File: config.mk
export PLATFORM = sky130hd
export DESIGN_NAME = ql_carry_chain_bist
export DESIGN_NICKNAME = d
export VERILOG_FILES = /design/src/rtl/ql_carry_chain_bist.sv
export SDC_FILE = /design/constraint.sdc
export NUM_CORES = 1
export LEC_CHECK = 0
export BUFFER_PORTS_ARGS = -buffer_cell sky130_fd_sc_hd__buf_2
export CORE_UTILIZATION = 50
export DETAILED_ROUTE_END_ITERATION = 10
export PLACE_DENSITY_LB_ADDON = 0.08
export SYNTH_ARGS = -nofsm -noshare
export SYNTH_HDL_FRONTEND = slang
export SYNTH_SLANG_ARGS = --single-unit
File: constraint.sdc
create_clock -name clk -period 3.7 [get_ports clk]
set_input_delay 0.74 -clock clk [delete_from_list [all_inputs] [get_ports clk]]
set_output_delay 0.74 -clock clk [all_outputs]
set_load 0.05 [all_outputs]
File: src/rtl/ql_carry_chain_bist.sv
// Carry-chain BIST: drives p/g/ci into an N-stage XOR/MUX2 carry chain,
// compares {co, sum} with a golden ripple model and reports the results.
module ql_carry_chain_bist #(
  parameter int unsigned WIDTH    = 4,
  parameter int unsigned NUM_VECT = 16,
  parameter int unsigned SETTLE   = 1,
  parameter logic [31:0] SEED     = 32'hACE1_0001
) (
  input  logic             clk,
  input  logic             reset_n,
  input  logic             start,
  output logic             busy,
  output logic             done,
  output logic             pass,
  output logic [15:0]      err_cnt,
  output logic [15:0]      first_fail_idx,
  output logic [WIDTH-1:0] p_o,
  output logic [WIDTH-1:0] g_o,
  output logic             ci_o,
  input  logic [WIDTH-1:0] sum_i,
  input  logic             co_i
);

  typedef enum logic [2:0] {
    S_IDLE,
    S_LAUNCH,
    S_WAIT,
    S_CHECK,
    S_DONE
  } state_t;

  localparam logic [15:0] LAST_IDX  = 16'(NUM_VECT - 1);
  localparam logic [3:0]  WAIT_LAST = 4'((SETTLE > 1) ? (SETTLE - 2) : 0);

  state_t           r_state;
  state_t           w_state_nxt;
  logic             r_busy;
  logic             r_done;
  logic             r_pass;
  logic [15:0]      r_err;
  logic [15:0]      r_ffi;
  logic [WIDTH-1:0] r_p;
  logic [WIDTH-1:0] r_g;
  logic             r_ci;
  logic [WIDTH:0]   r_exp;
  logic [31:0]      r_lfsr;
  logic [15:0]      r_idx;
  logic [3:0]       r_wait;

  logic [WIDTH-1:0] w_vp;
  logic [WIDTH-1:0] w_vg;
  logic             w_vci;
  logic [WIDTH:0]   w_gold;
  logic [31:0]      w_lfsr_nxt;
  logic             w_last;
  logic             w_mismatch;

  // Reference ripple: sum[k] = p[k]^c[k], c[k+1] = p[k] ? c[k] : g[k]; returns {co, sum}
  function automatic logic [WIDTH:0] ripple(input logic [WIDTH-1:0] p,
                                             input logic [WIDTH-1:0] g,
                                             input logic             ci);
    logic             c;
    logic [WIDTH-1:0] s;
    c = ci;
    s = '0;
    for (int unsigned k = 0; k < WIDTH; k++) begin
      s[k] = p[k] ^ c;
      c    = p[k] ? c : g[k];
    end
    return {c, s};
  endfunction

  assign w_lfsr_nxt = {r_lfsr[30:0], r_lfsr[31] ^ r_lfsr[21] ^ r_lfsr[1] ^ r_lfsr[0]};
  assign w_last     = (r_idx == LAST_IDX);
  assign w_mismatch = ({co_i, sum_i} != r_exp);
  assign w_gold     = ripple(w_vp, w_vg, w_vci);

  // Select the vector for the current index: three fixed patterns, then LFSR bits
  always_comb begin
    w_vp  = r_lfsr[WIDTH-1:0];
    w_vg  = r_lfsr[2*WIDTH-1:WIDTH];
    w_vci = r_lfsr[31];
    if (r_idx == 16'd0) begin
      w_vp  = '1;
      w_vg  = '0;
      w_vci = 1'b1;
    end else if (r_idx == 16'd1) begin
      w_vp  = '0;
      w_vg  = '1;
      w_vci = 1'b0;
    end else if (r_idx == 16'd2) begin
      w_vp  = '1;
      w_vg  = '0;
      w_vci = 1'b0;
    end
  end

  // State register
  always_ff @(posedge clk or negedge reset_n) begin
    if (!reset_n) r_state <= S_IDLE;
    else          r_state <= w_state_nxt;
  end

  // Next-state decode
  always_comb begin
    w_state_nxt = r_state;
    case (r_state)
      S_IDLE:   if (start) w_state_nxt = S_LAUNCH;
      S_LAUNCH: w_state_nxt = (SETTLE > 1) ? S_WAIT : S_CHECK;
      S_WAIT:   if (r_wait == WAIT_LAST) w_state_nxt = S_CHECK;
      S_CHECK:  w_state_nxt = w_last ? S_DONE : S_LAUNCH;
      S_DONE:   if (start) w_state_nxt = S_LAUNCH;
      default:  w_state_nxt = S_IDLE;
    endcase
  end

  // Datapath: vector launch, response check, counters and status outputs
  always_ff @(posedge clk or negedge reset_n) begin
    if (!reset_n) begin
      r_busy <= 1'b0;
      r_done <= 1'b0;
      r_pass <= 1'b0;
      r_err  <= '0;
      r_ffi  <= '1;
      r_p    <= '0;
      r_g    <= '0;
      r_ci   <= 1'b0;
      r_exp  <= '0;
      r_lfsr <= SEED;
      r_idx  <= '0;
      r_wait <= '0;
    end else begin
      case (r_state)
        S_IDLE, S_DONE: begin
          // DONE status is first registered on the edge after the final CHECK
          if (r_state == S_DONE) begin
            r_busy <= 1'b0;
            r_done <= 1'b1;
            r_pass <= (r_err == 16'd0);
          end
          if (start) begin
            r_busy <= 1'b1;
            r_done <= 1'b0;
            r_pass <= 1'b0;
            r_err  <= '0;
            r_ffi  <= '1;
            r_lfsr <= SEED;
            r_idx  <= '0;
          end
        end
        S_LAUNCH: begin
          r_p    <= w_vp;
          r_g    <= w_vg;
          r_ci   <= w_vci;
          r_exp  <= w_gold;
          r_wait <= '0;
        end
        S_WAIT: begin
          r_wait <= r_wait + 4'd1;
        end
        S_CHECK: begin
          if (w_mismatch) begin
            if (r_err != 16'hFFFF) r_err <= r_err + 16'd1;
            if (r_ffi == 16'hFFFF) r_ffi <= r_idx;
          end
          if (!w_last) begin
            r_idx  <= r_idx + 16'd1;
            r_lfsr <= w_lfsr_nxt;
          end
        end
        default: ;
      endcase
    end
  end

  assign busy           = r_busy;
  assign done           = r_done;
  assign pass           = r_pass;
  assign err_cnt        = r_err;
  assign first_fail_idx = r_ffi;
  assign p_o            = r_p;
  assign g_o            = r_g;
  assign ci_o           = r_ci;

endmodule

Yosys cells after proc, flatten, opt, wreduce, memory -nomap -nowiden

Index checks and enable logic that the tools add are counted.

Flip-flop bits (word level): 104
Input bits: 8
Output and inout port bits: 44
Word-level logic and storage cells: 89

Add/sub/neg operators: 3
Eq/ne operators: 16
Muxes and demuxes: 37
Bitwise operators: 7
Reductions and logical operators: 13

Operators by type and width:

| cell                                                              | number |
|---|---|
| 16-bit 2-to-1 mux                                                 | 7 |
| 16-bit case mux with 2 select lines                               | 3 |
| 32-bit 2-to-1 mux                                                 | 2 |
| 32-bit case mux with 2 select lines                               | 1 |
| 16-bit by 1-bit adder with 16-bit output (second input constant)  | 2 |
| 16-bit zero test                                                  | 2 |
| 4-bit 2-to-1 mux                                                  | 6 |
| 16-bit by 1-bit == test with 1-bit output (second input constant) | 1 |
| 16-bit == test (second input constant)                            | 1 |
| 16-bit by 2-bit == test with 1-bit output (second input constant) | 1 |
| 16-bit by 4-bit == test with 1-bit output (second input constant) | 1 |
| 16-bit inequality test (second input constant)                    | 1 |
| 1-bit 2-to-1 mux                                                  | 13 |
| 3-bit case mux with 4 select lines                                | 1 |
| 2-bit inequality test (second input constant)                     | 5 |
| 3-bit 2-to-1 mux                                                  | 3 |
| 4-bit case mux with 2 select lines                                | 1 |
| 4-bit AND reduction                                               | 2 |
| 1-bit bitwise XOR                                                 | 7 |
| 3-bit by 2-bit == test with 1-bit output (second input constant)  | 2 |
| 2-bit nonzero test                                                | 3 |
| 5-bit inequality test                                             | 1 |
| 4-bit by 1-bit adder with 4-bit output (second input constant)    | 1 |
| 4-bit zero test                                                   | 1 |
| other kinds (7)                                                   | 8 |

Logic depth before layout (Yosys ltp)

Gate-level depths: netlist (run 1).

Depth after elaboration: 8
Gate-level depth with buffers: 9
Mapped depth without buffers: 7

Worst setup path before layout (run 1)

OpenSTA, ideal clock, no wires.

Path type: input to register
Start point: input start
End point: register r_err[7] (netlist: err_cnt[7])
Setup time: 0.125 ns
Arrival: 2.109 ns
Required time: 3.575 ns
Path slack: 1.466 ns
Cell stages on the path: 5
Path buffers: 0
Cell sequence: nor3b_4 > nor2_2 > a41o_1 > or4_4 > mux2_4

Longest elaborated chain between the ends: 2

RTL lines:

| item                                                              | line | source |
|---|---|---|
| start, declared                                                   | 11   | `input logic start,` |
| 2-bit by 1-bit inequality test with 1-bit output (no source line) | --   |  |
| 4-bit AND reduction (no source line)                              | --   |  |
| end signal, assigned                                              | 163  | `if (r_err != 16'hFFFF) r_err <= r_err + 16'd1;` |
| end, declared                                                     | 40   | `logic [15:0] r_err;` |

Every way passes these cells.
A chain may end at the register's enable or synchronous reset.

Worst setup path in the final report (run 1)

Start point: register r_idx[12]
End point: register r_idx[5]

Longest elaborated chain between the ends: 3

RTL lines:

| item                                      | line | source |
|---|---|---|
| start, declared                           | 47   | `logic [15:0] r_idx;` |
| start signal, assigned                    | 167  | `r_idx <= r_idx + 16'd1;` |
| 16-bit by 4-bit == test with 1-bit output | 74   | `assign w_last = (r_idx == LAST_IDX);` |
| 2-bit inequality test (no source line)    | --   |  |
| 3-bit AND reduction (no source line)      | --   |  |

Every way passes these cells.

==> out/qor.csv, run 1 <==
stage,metric,value,unit
outcome,outcome,"complete, no violations",
global_routing,grt_max_degree,57,
logic_synthesis,synth_area_leader_cell,dfrtp_1,
timing,holdWs,0.3729,ns
drt,wl_per_cell,16.86,um
setup_path,crit_start,r_idx[12]$_DFFE_PN0P_,
logic_synthesis,ys_ff_latch,104,
logic_synthesis,syn-cell-area,5106,um2
setup_path,setup.worst_path.end_class,register,
placed_design,dp_slack,0.8625,ns
global_routing,grt_util_all_layers,22.86,%
die,num_io_pins,52,
drt,via_count,4055,
drt,drtIter0Drc,153,
logic_synthesis,synth_seq_area_share,51.58,%
cts,cts_setup_buffers,0,
global_routing,grt_pass1_wl,18820,um
timing,post-route-min-period,2.800,ns
power_and_ir_drop,powerDensity,928.4,nW/um2
logic_synthesis,synth_cell_type_count,62,
timing,max_freq,0.3572,GHz
cts,cts-resized-gates,0,
cts,clock-sinks,104,
timing,finalMaxSlewViolations,0,
drt,drtPass1Iterations,4,
setup_path,critPathLaunchType,register,
timing,setup-tns-final,0,ns
logic_synthesis,netlist_top_cells_count,"dfrtp_1 (79), nand2_1 (42), nor2_1 (34), o21ai_0 (33)",
logic_synthesis,postSynthAreaPerCell,10.27,um2
cts,htreeDepth,3,
cts,ctsHoldBuffers,0,
logic_synthesis,synth-edff-count,0,
cts,cts_buffers,9,
logic_synthesis,yosysTopAreaCellShare,38.72,%
global_routing,grtUsageMet1,31.66,%
cts,cts_buffer_depth,2,
logic_synthesis,yosysMostFrequentCell,dfrtp_1,
logic_synthesis,yosys_warnings,0,
finish,n_antenna_cell,0,
die,die_h,103.1,um
drt,wl,11380,um
finish,final_cells,675,
global_routing,use_met2,36.77,%
setup_path,crit_type,reg -> reg,
setup_path,reg2regPathDepth,5,
setup_path,worst-path-max-fanout,27,
logic_synthesis,synth_ff_type,dfrtp_1,
setup_path,required,3.95,ns
power_and_ir_drop,ir_worst_vdd,432.9,uV
global_routing,met3_usage,2.915,%
timing,fin_skew,0.01135,ns
cts,clk_pin_slew,0.10,ns
logic_synthesis,netlist_instances,497,
setup_path,r2r_start,r_idx[12]$_DFFE_PN0P_,
timing,tightest_slew,1.091,ns
finish,regArea,2634,um2
timing,setup-violations-final,0,
setup_path,r2r_slack,0.90,ns
global_routing,antenna_found_initial,0,
die,start_util,52.00,%
setup_path,r2r-end,r_idx[5]$_DFFE_PN0P_,
cts,cts_tree,yes,
placed_design,place_inst,659,
finish,nNetsFinal,553,
timing,max-slew-margin-rel,27.24,%
placed_design,place_hpwl,7970,um
global_routing,first_global_vias,3812,
job,maxCapViolCount,0,
timing,layout_setup_ws,0.9001,ns
power_and_ir_drop,power.leakage,0.002413,uW
logic_synthesis,synth_area_leaders,"dfrtp_1 (39%), dfstp_2 (13%), a22o_1 (4.3%)",
global_routing,overflow,0,
logic_synthesis,async_reset_ff_share,100.0,%
finish,drive_gt1_share,19.93,%
drt,via_per_inst,6.007,
finish,nFillCells,905,
cts,clock_latency,0.37,ns
setup_path,arrival,3.05,ns
die,die_x,103.1,um
timing,timing_hold_violations_final,0,
timing,min_period_over_period,75.67,%
placed_design,port_buffers,51,
logic_synthesis,synth_nets,513,
die,rows,36,
timing,rsz0062_at_grt,false,
drt,drc_errors,0,
placed_design,gp_congestion,0.8699,
drt,ant_nets,0,
min_path,hold_class,in -> async,
cts,cts_root_buf,clkbuf_8,
global_routing,grt-busiest-layer,met2,
finish,area_delta_synth_final,10.95,%
finish,multi_input_area,2278,um2
die,fp.dieArea,10620,um2
die,core-area,9819,um2
-- cell families after synthesis --
kind of cell | share of synthesized area [%]
buffers and inverters | 3.798
adders and majority gates | 1.960
xor gates and xnor gates | 3.088
muxes | 0.4900
and+or+nand+nor | 17.64
AOI/OAI and AO/OA | 21.44
DFF | 51.58
-- registers in the layout, indices dropped and copies added (netlist names), 4 cells and up --
signal          count
r_lfsr             32
g_o                 4
p_o                 4
err_cnt            16
r_exp               5
r_wait              4
r_idx              16
first_fail_idx     16
-- worst max-delay path, stage by stage, from the launching register on --
cell and delay [ns]:
dfrtp_1 0.44, nor4_1 0.57, nand3_1 0.42, o21ai_2 0.97, or4_1 0.22, a21oi_1 0.06
-- cells in the final DEF, fill, tap and decap left out, types with 8 or more instances in the layout --
cell / count
o21ai_0: 33
or4_1: 12
xnor2_1: 9
dfrtp_1: 79
clkbuf_8: 10
nand2_1: 42
a22o_1: 25
ha_1: 8
buf_2: 50
dfstp_2: 25
o22a_1: 20
inv_1: 13
nand3_1: 12
nand4_1: 13
xor2_1: 9
a21oi_1: 24
a31oi_1: 9
nor2_1: 34
o31ai_1: 14
-- report_power, final --
group | internal [uW] | switching (uW)
combinational | 816 | 1600
clock | 341 | 406
sequential | 1650 | 451
-- metal layers --
metal  part of all wire [%]  wire length (um)
met3                    2.7               308
met5                      0                 0
met4                    1.4               165
met2                     49              5529
met1                     47              5379
-- metrics by stage --
step	utilization, %	area, um2	total power (uW)
after CTS	57.70	5665	5296
after floorplan	-	5106	3966
final	57.70	5665	5260
after global routing	57.70	5665	5643
after detailed placement	55.54	5454	4543
after global placement	55.54	5454	4486
-- how the worst max path moves through the flow --
| stage | endpoint | slack, ns | cells after the start |
|---|---|---|---|
| 5_1_grt | r_idx[5]$_DFFE_PN0P_ | 0.59 | 5 |
| 2_1_floorplan | err_cnt[7]$_DFFE_PN0P_ | 1.47 | 5 |
| 6_report | r_idx[5]$_DFFE_PN0P_ | 0.90 | 5 |
| 3_3_place_gp | err_cnt[7]$_DFFE_PN0P_ | 0.93 | 6 |
| 3_5_place_dp | err_cnt[7]$_DFFE_PN0P_ | 0.86 | 6 |
| 4_1_cts | r_idx[5]$_DFFE_PN0P_ | 0.91 | 5 |
-- layout make-up --
| class | count | area share, % |
|---|---|---|
| Tap cell | 133 | 2.937 |
| Multi-Input combinational cell | 350 | 40.22 |
| Sequential cell | 104 | 46.49 |
| Clock inverter | 6 | 1.303 |
| Timing Repair Buffer | 58 | 5.698 |
| Clock buffer | 10 | 2.429 |
| Inverter | 14 | 0.9276 |
Note: power is estimated with default switching activity, not from simulation.
==> inputs of run 2 (changes only) <==
- ABC_AREA: not set -> 1
- clock period: 3.7 -> 2.6 ns (I/O delays scaled with it)
==> out/qor.csv, run 2 <==
stage,metric,value,unit,change
outcome,outcome,"complete, no violations",,
logic_synthesis,synthAdderAreaFrac,1.883,%,-0.078 points
logic_synthesis,synth_seq_area_share,49.54,%,-2.0 points
logic_synthesis,ys_ff_latch,104,,unchanged
timing,holdWs,0.1240,ns,-0.2488 ns
setup_path,slowest_delay,0.41,ns,-0.56 ns
finish,area_delta_synth_final,10.94,%,about the same
cts,clk_pin_slew,0.11,ns,about the same
finish,final_common_cell,nand2_1,,
global_routing,grt_pass1_wl,19950,um,+6.0%
setup_path,crit_chain,nor2_2 -> inv_2 -> nor2_1 -> inv_2 -> nand2_2 -> nand2_4 -> inv_2 -> nand2_1 -> nor2_1 -> a21oi_1 -> o21a_1,,
drt,drc_errors,0,,unchanged
finish,final_cell_mix,"nand2_1 (129), dfrtp_1 (79), inv_1 (78), nor2_1 (55), buf_2 (50)",,
drt,via_count,4351,,+7.3%
logic_synthesis,synth_area_leaders,"dfrtp_1 (37%), dfstp_2 (12%), nand2_1 (9.1%)",,
finish,nNetsFinal,696,,+26%
global_routing,grt_util_all_layers,22.39,%,-0.47 points
logic_synthesis,synth_ff_type,dfrtp_1,,
timing,tightest_slew,0.5828,ns,-0.5085 ns
cts,cts_root_buf,clkbuf_8,,
logic_synthesis,synth_top_family_by_area,simple AND/OR/NAND/NOR gates,,
logic_synthesis,synth_nets,643,,+25%
cts,cts_setup_buffers,0,,unchanged
global_routing,grt_max_degree,45,,-21%
power_and_ir_drop,ir_worst_vdd,519.2,uV,+20%
drt,wl_per_cell,14.03,um,-17%
timing,min_period_over_period,88.49,%,+13 points
logic_synthesis,synth_mux_area_share,0,%,-0.49 points
logic_synthesis,synth_area_leader_cell,dfrtp_1,,
cts,clock-sinks,104,,unchanged
logic_synthesis,synth-edff-count,0,,unchanged
global_routing,overflow,0,,unchanged
cts,ctsHoldBuffers,0,,unchanged
logic_synthesis,postSynthAreaPerCell,8.479,um2,-17%
die,fp.dieArea,11050,um2,+4.0%
setup_path,critPathLaunchType,register,,
logic_synthesis,yosys.area_share.simple,24.78,%,+7.1 points
power_and_ir_drop,power.leakage,0.002785,uW,+15%
setup_path,setup.worst_path.end_class,register,,
die,start_util,51.50,%,-0.50 points
drt,drtIter0Drc,224,,+46%
timing,rsz0062_at_grt,false,,
placed_design,port_buffers,51,,unchanged
logic_synthesis,yosys_warnings,0,,unchanged
die,core-area,10320,um2,+5.1%
setup_path,critPathSlowestCell,dfrtp_1,,
logic_synthesis,yosysMostFrequentCell,nand2_1,,
timing,finalMaxSlewViolations,0,,unchanged
placed_design,place_hpwl,8230,um,+3.3%
logic_synthesis,synth_compound_area_share,13.49,%,-8.0 points
cts,htreeDepth,3,,unchanged
logic_synthesis,syn-cell-area,5316,um2,+4.1%
drt,drtPass1Iterations,5,,+1
die,rows,37,,+2.8%
logic_synthesis,yosysTopAreaCellShare,37.19,%,-1.5 points
die,die_h,105.1,um,+2.0%
power_and_ir_drop,powerDensity,1256,nW/um2,+35%
finish,largest_register_ffs,32,,unchanged
timing,setup-tns-final,0,ns,unchanged
timing,max_freq,0.4347,GHz,+22%
drt,ant_nets,0,,unchanged
timing,max-slew-margin-rel,61.15,%,+34 points
job,maxCapViolCount,0,,unchanged
cts,cts_buffer_depth,2,,unchanged
setup_path,crit_top_cell,inv_2,,
drt,wl,11520,um,+1.2%
min_path,hold_class,in -> async,,
placed_design,gp_congestion,0.8571,,-1.5%
die,num_io_pins,52,,unchanged
setup_path,crit_type,reg -> reg,,
cts,cts_buffers,9,,unchanged
setup_path,worst-path-max-fanout,31,,+15%
timing,post-route-min-period,2.301,ns,-0.4993 ns
setup_path,arrival,2.56,ns,-0.49 ns
finish,regMostFlops,r_lfsr,,
global_routing,first_global_vias,4216,,+11%
global_routing,antenna_found_initial,0,,unchanged
logic_synthesis,netlist_instances,627,,+26%
timing,setup-violations-final,0,,unchanged
cts,cts-resized-gates,0,,unchanged
timing,timing_hold_violations_final,0,,unchanged
finish,n_antenna_cell,0,,unchanged
cts,cts_tree,yes,,
logic_synthesis,async_reset_ff_share,100.0,%,unchanged
finish,drive_gt1_share,21.17,%,+1.2 points
logic_synthesis,netlist_top_cells_count,"nand2_1 (129), dfrtp_1 (79), inv_1 (78), nor2_1 (55), nand3_1 (40)",,
cts,clock_latency,0.37,ns,about the same
die,die_x,105.1,um,+2.0%
setup_path,required,2.86,ns,-1.09 ns
timing,fin_skew,0.01842,ns,+0.007066 ns
logic_synthesis,synth_cell_type_count,38,,-39%
drt,via_per_inst,5.300,,-12%
setup_path,reg2regPathDepth,11,,+6
logic_synthesis,synth_xor_area_share,2.306,%,-0.78 points
[run 2: changes by cell type in the layout (fill, tap and decap cells not counted), sizes merged, moves of 10 or more]
cell	change
a21oi	-10
a22o	-24
inv	+73
nand2	+93
nand3	+32
nor2	+26
nor3	+11
o22a	-19
o22ai	+24
o31ai	-14
or4	-13
[run 2: power breakdown]
| group | internal [uW] | switching (uW) | total, uW |
|---|---|---|---|
| registers | 2230 | 339 | 2570 |
| clock network | 360 | 596 | 957 |
| logic | 1140 | 2740 | 3880 |
| total | 3730 | 3680 | 7410 |
[run 2: layout make-up]
| cell class | count | area, um2 |
|---|---|---|
| fill | 923 | 4425 |
| multi-input combinational | 419 | 2257 |
| clock inverter | 7 | 52.55 |
| timing repair buffer | 60 | 337.8 |
| inverter | 86 | 322.8 |
| sequential | 104 | 2634 |
| tap | 136 | 170.2 |
| clock buffer | 9 | 123.9 |
[run 2: layer usage]
layer	part of all wire (%)	up-vias	track usage, %
met4	2.1	0	8.853
li1	-	2192	-
met2	45	84	35.29
met3	3.6	18	2.932
met5	0	-	0
met1	49	2057	31.40
[run 2: metrics by stage]
step                util (%)  instance area [um2]  setup slack, ns  power [uW]  instances
finish                 57.13                 5898           0.2994        7405        821
global route           57.13                 5898           0.1209        8034        821
CTS                    57.13                 5898           0.2924        7439        821
detailed placement     55.42                 5722           0.2325        6477        805
global placement       55.42                 5722           0.3331        6380        805
floorplan                  -                 5316           0.3589        5652        627
[run 2: cell families after synthesis]
group,count (synthesis)
AO/OA/AOI/OAI,109
XOR/XNOR,14
adder cells (fa/ha/maj),8
buffers and inverters,104
flip-flops,104
AND/OR/NAND/NOR,288
[run 2: worst max-delay path: cells and delay by family, from the launching register on]
kind / cells / cell delay (ns)
compound gates: 2 / 0.19
buf+inv: 3 / 0.52
flops: 1 / 0.41
simple gates: 6 / 1.07
[run 2: worst paths after layout]
kind                                        startpoint                     end  slack [ns]
worst max-delay path            r_state[1]$_DFFE_PN0P_    r_idx[5]$_DFFE_PN0P_        0.30
worst min register to register   r_wait[3]$_DFFE_PN0P_   r_wait[3]$_DFFE_PN0P_        0.48
max in group asynchronous                      reset_n  r_lfsr[26]$_DFFE_PN1P_        1.74
worst max register to register  r_state[1]$_DFFE_PN0P_    r_idx[5]$_DFFE_PN0P_        0.30
worst min-delay path                           reset_n  err_cnt[6]$_DFFE_PN0P_        0.12
min in group clk                                 start  r_state[2]$_DFFE_PN0P_        0.40
==> inputs of run 3 (changes only) <==
- CORE_ASPECT_RATIO: not set -> 0.7
==> out/qor.csv, run 3 (same netlist as run 2, synthesis figures left out) <==
stage,metric,value,unit,change
global_routing,overflow,0,,unchanged
die,die_h,88.27,um,-16%
global_routing,grt_util_all_layers,22.82,%,+0.43 points
finish,drive_gt1_share,21.02,%,-0.15 points
cts,htreeDepth,3,,unchanged
timing,max_freq,0.4699,GHz,+8.1%
setup_path,crit_type,reg -> reg,,
finish,n_antenna_cell,0,,unchanged
cts,cts_setup_buffers,0,,unchanged
die,start_util,51.34,%,-0.16 points
finish,final_area,6041,um2,+2.4%
drt,via_count,4347,,-0.092%
finish,largest_register_ffs,32,,unchanged
placed_design,port_buffers,51,,unchanged
placed_design,dpl-instance-area,5729,um2,+0.13%
finish,final_common_cell,nand2_1,,
cts,clock_latency,0.35,ns,-0.02 ns
timing,tightest_slew,0.5372,ns,-0.04560 ns
setup_path,crit_top_cell,nand2_1,,
power_and_ir_drop,ir_worst_vdd,604.2,uV,+16%
timing,timing_hold_violations_final,0,,unchanged
finish,area_delta_synth_final,13.63,%,
global_routing,grt_max_degree,65,,+44%
global_routing,first_global_vias,3852,,-8.6%
die,die_x,125.2,um,+19%
setup_path,path_buf_inv,1,,-2
drt,wl,11870,um,+3.1%
timing,fin_skew,0.005311,ns,-0.01311 ns
power_and_ir_drop,powerDensity,1309,nW/um2,+4.3%
setup_path,critPathLaunchType,register,,
setup_path,worst-path-stages,15,,+4
die,rows,31,,-16%
finish,nNetsFinal,696,,unchanged
setup_path,required,2.84,ns,-0.02 ns
drt,drtPass1Iterations,8,,+3
cts,clk_pin_slew,0.07,ns,-0.04 ns
drt,drtIter0Drc,394,,+76%
setup_path,arrival,2.36,ns,-0.20 ns
cts,cts_buffers,9,,unchanged
timing,max-slew-margin-rel,63.81,%,+2.7 points
drt,ant_nets,0,,unchanged
setup_path,slowest_delay,0.44,ns,+0.03 ns
die,core-area,10360,um2,+0.31%
timing,setup-tns-final,0,ns,unchanged
die,num_io_pins,52,,unchanged
outcome,violations,design-rule violations,,
cts,clock-sinks,104,,unchanged
setup_path,crit_chain,inv_1 -> ha_1 -> nand2_1 -> nor2_1 -> nand2_2 -> nand2_1 -> nand2_2 -> nand2_1 -> nand2_1 -> nand3_2 -> nand3_1 -> nand3_1 -> nand2_1 -> nand2_1 -> nand2_1,,
setup_path,cp_top_family,simple AND/OR/NAND/NOR gates,,
drt,wl_per_cell,14.53,um,+3.6%
setup_path,critPathSlowestCell,dfrtp_1,,
global_routing,grt_pass1_wl,19640,um,-1.6%
setup_path,reg2regPathDepth,15,,+4
cts,cts_root_buf,clkbuf_16,,
timing,post-route-min-period,2.128,ns,-0.1726 ns
drt,via_per_inst,5.321,,+0.40%
placed_design,gp_congestion,0.8758,,+2.2%
timing,min_period_over_period,81.85,%,-6.6 points
finish,final_cell_mix,"nand2_1 (129), dfrtp_1 (79), inv_1 (78), nor2_1 (55), buf_2 (50)",,
cts,cts_tree,yes,,
placed_design,place_hpwl,8529,um,+3.6%
setup_path,worst-path-max-fanout,10,,-68%
timing,setup-violations-final,0,,unchanged
outcome,outcome,"finished, violations left",,
cts,cts_buffer_depth,2,,unchanged
drt,drc_errors,5,,+5
min_path,hold_class,in -> async,,
timing,finalMaxSlewViolations,0,,unchanged
cts,ctsHoldBuffers,0,,unchanged
power_and_ir_drop,power.leakage,0.002847,uW,+2.2%
setup_path,setup.worst_path.end_class,register,,
cts,cts-resized-gates,0,,unchanged
die,fp.dieArea,11060,um2,about the same
job,maxCapViolCount,0,,unchanged
finish,regMostFlops,r_lfsr,,
global_routing,antenna_found_initial,0,,unchanged
timing,rsz0062_at_grt,false,,
## run 3: cell types whose count changed in the layout (fill, tap and decap cells not counted), moves of 2 or more
cell       before  now
clkbuf_1        0    2
clkbuf_16       0    9
clkbuf_8        9    3
inv_6           4    0
## run 3: stage by stage
step / cells / setup WS [ns] / hold slack [ns] / utilization (%) / total power [uW]
floorplan: 627 / 0.3589 / 0.2244 / - / 5652
global route: 817 / 0.2350 / 0.04025 / 58.33 / 8507
finish: 817 / 0.4720 / 0.03990 / 58.33 / 7910
CTS: 817 / 0.4751 / 0.02770 / 58.33 / 7955
detailed placement: 801 / 0.3930 / 0.4100 / 55.32 / 6520
global placement: 801 / 0.3838 / 0.4086 / 55.32 / 6446
## run 3: layer usage
layer  routed length [um]  up-vias  global-route usage [%]
met1                 6227     2042                   35.07
met2                 4921      100                   32.81
li1                     -     2196                       -
met3                  607        9                   4.474
met4                  116        0                   5.987
met5                    0        -                       0
## run 3: final timing paths
path / endpoint / from / slack, ns
max: r_exp[3]$_DFFE_PN0P_ / r_idx[0]$_DFFE_PN0P_ / 0.47
min: err_cnt[6]$_DFFE_PN0P_ / reset_n / 0.04
max reg2reg: r_exp[3]$_DFFE_PN0P_ / r_idx[0]$_DFFE_PN0P_ / 0.47
min reg2reg: g_o[3]$_DFFE_PN0P_ / g_o[3]$_DFFE_PN0P_ / 0.48
max in group asynchronous: r_lfsr[27]$_DFFE_PN1P_ / reset_n / 1.90
min in group clk: r_state[2]$_DFFE_PN0P_ / start / 0.45
## run 3: where the power goes
part	switching (uW)	internal, uW	leakage [uW]	total, uW
combinational	2770	1170	0.00138	3930
sequential	333	2230	0.00132	2570
clock	584	827	0.000149	1410
## run 3: final cells by class
cell class                 count  area [um2]
timing repair buffer          60       350.3
fill                         950        4315
clock inverter                 2       37.54
inverter                      86       322.8
multi-input combinational    419        2257
tap                          132       165.2
clock buffer                  14       274.0
sequential                   104        2634
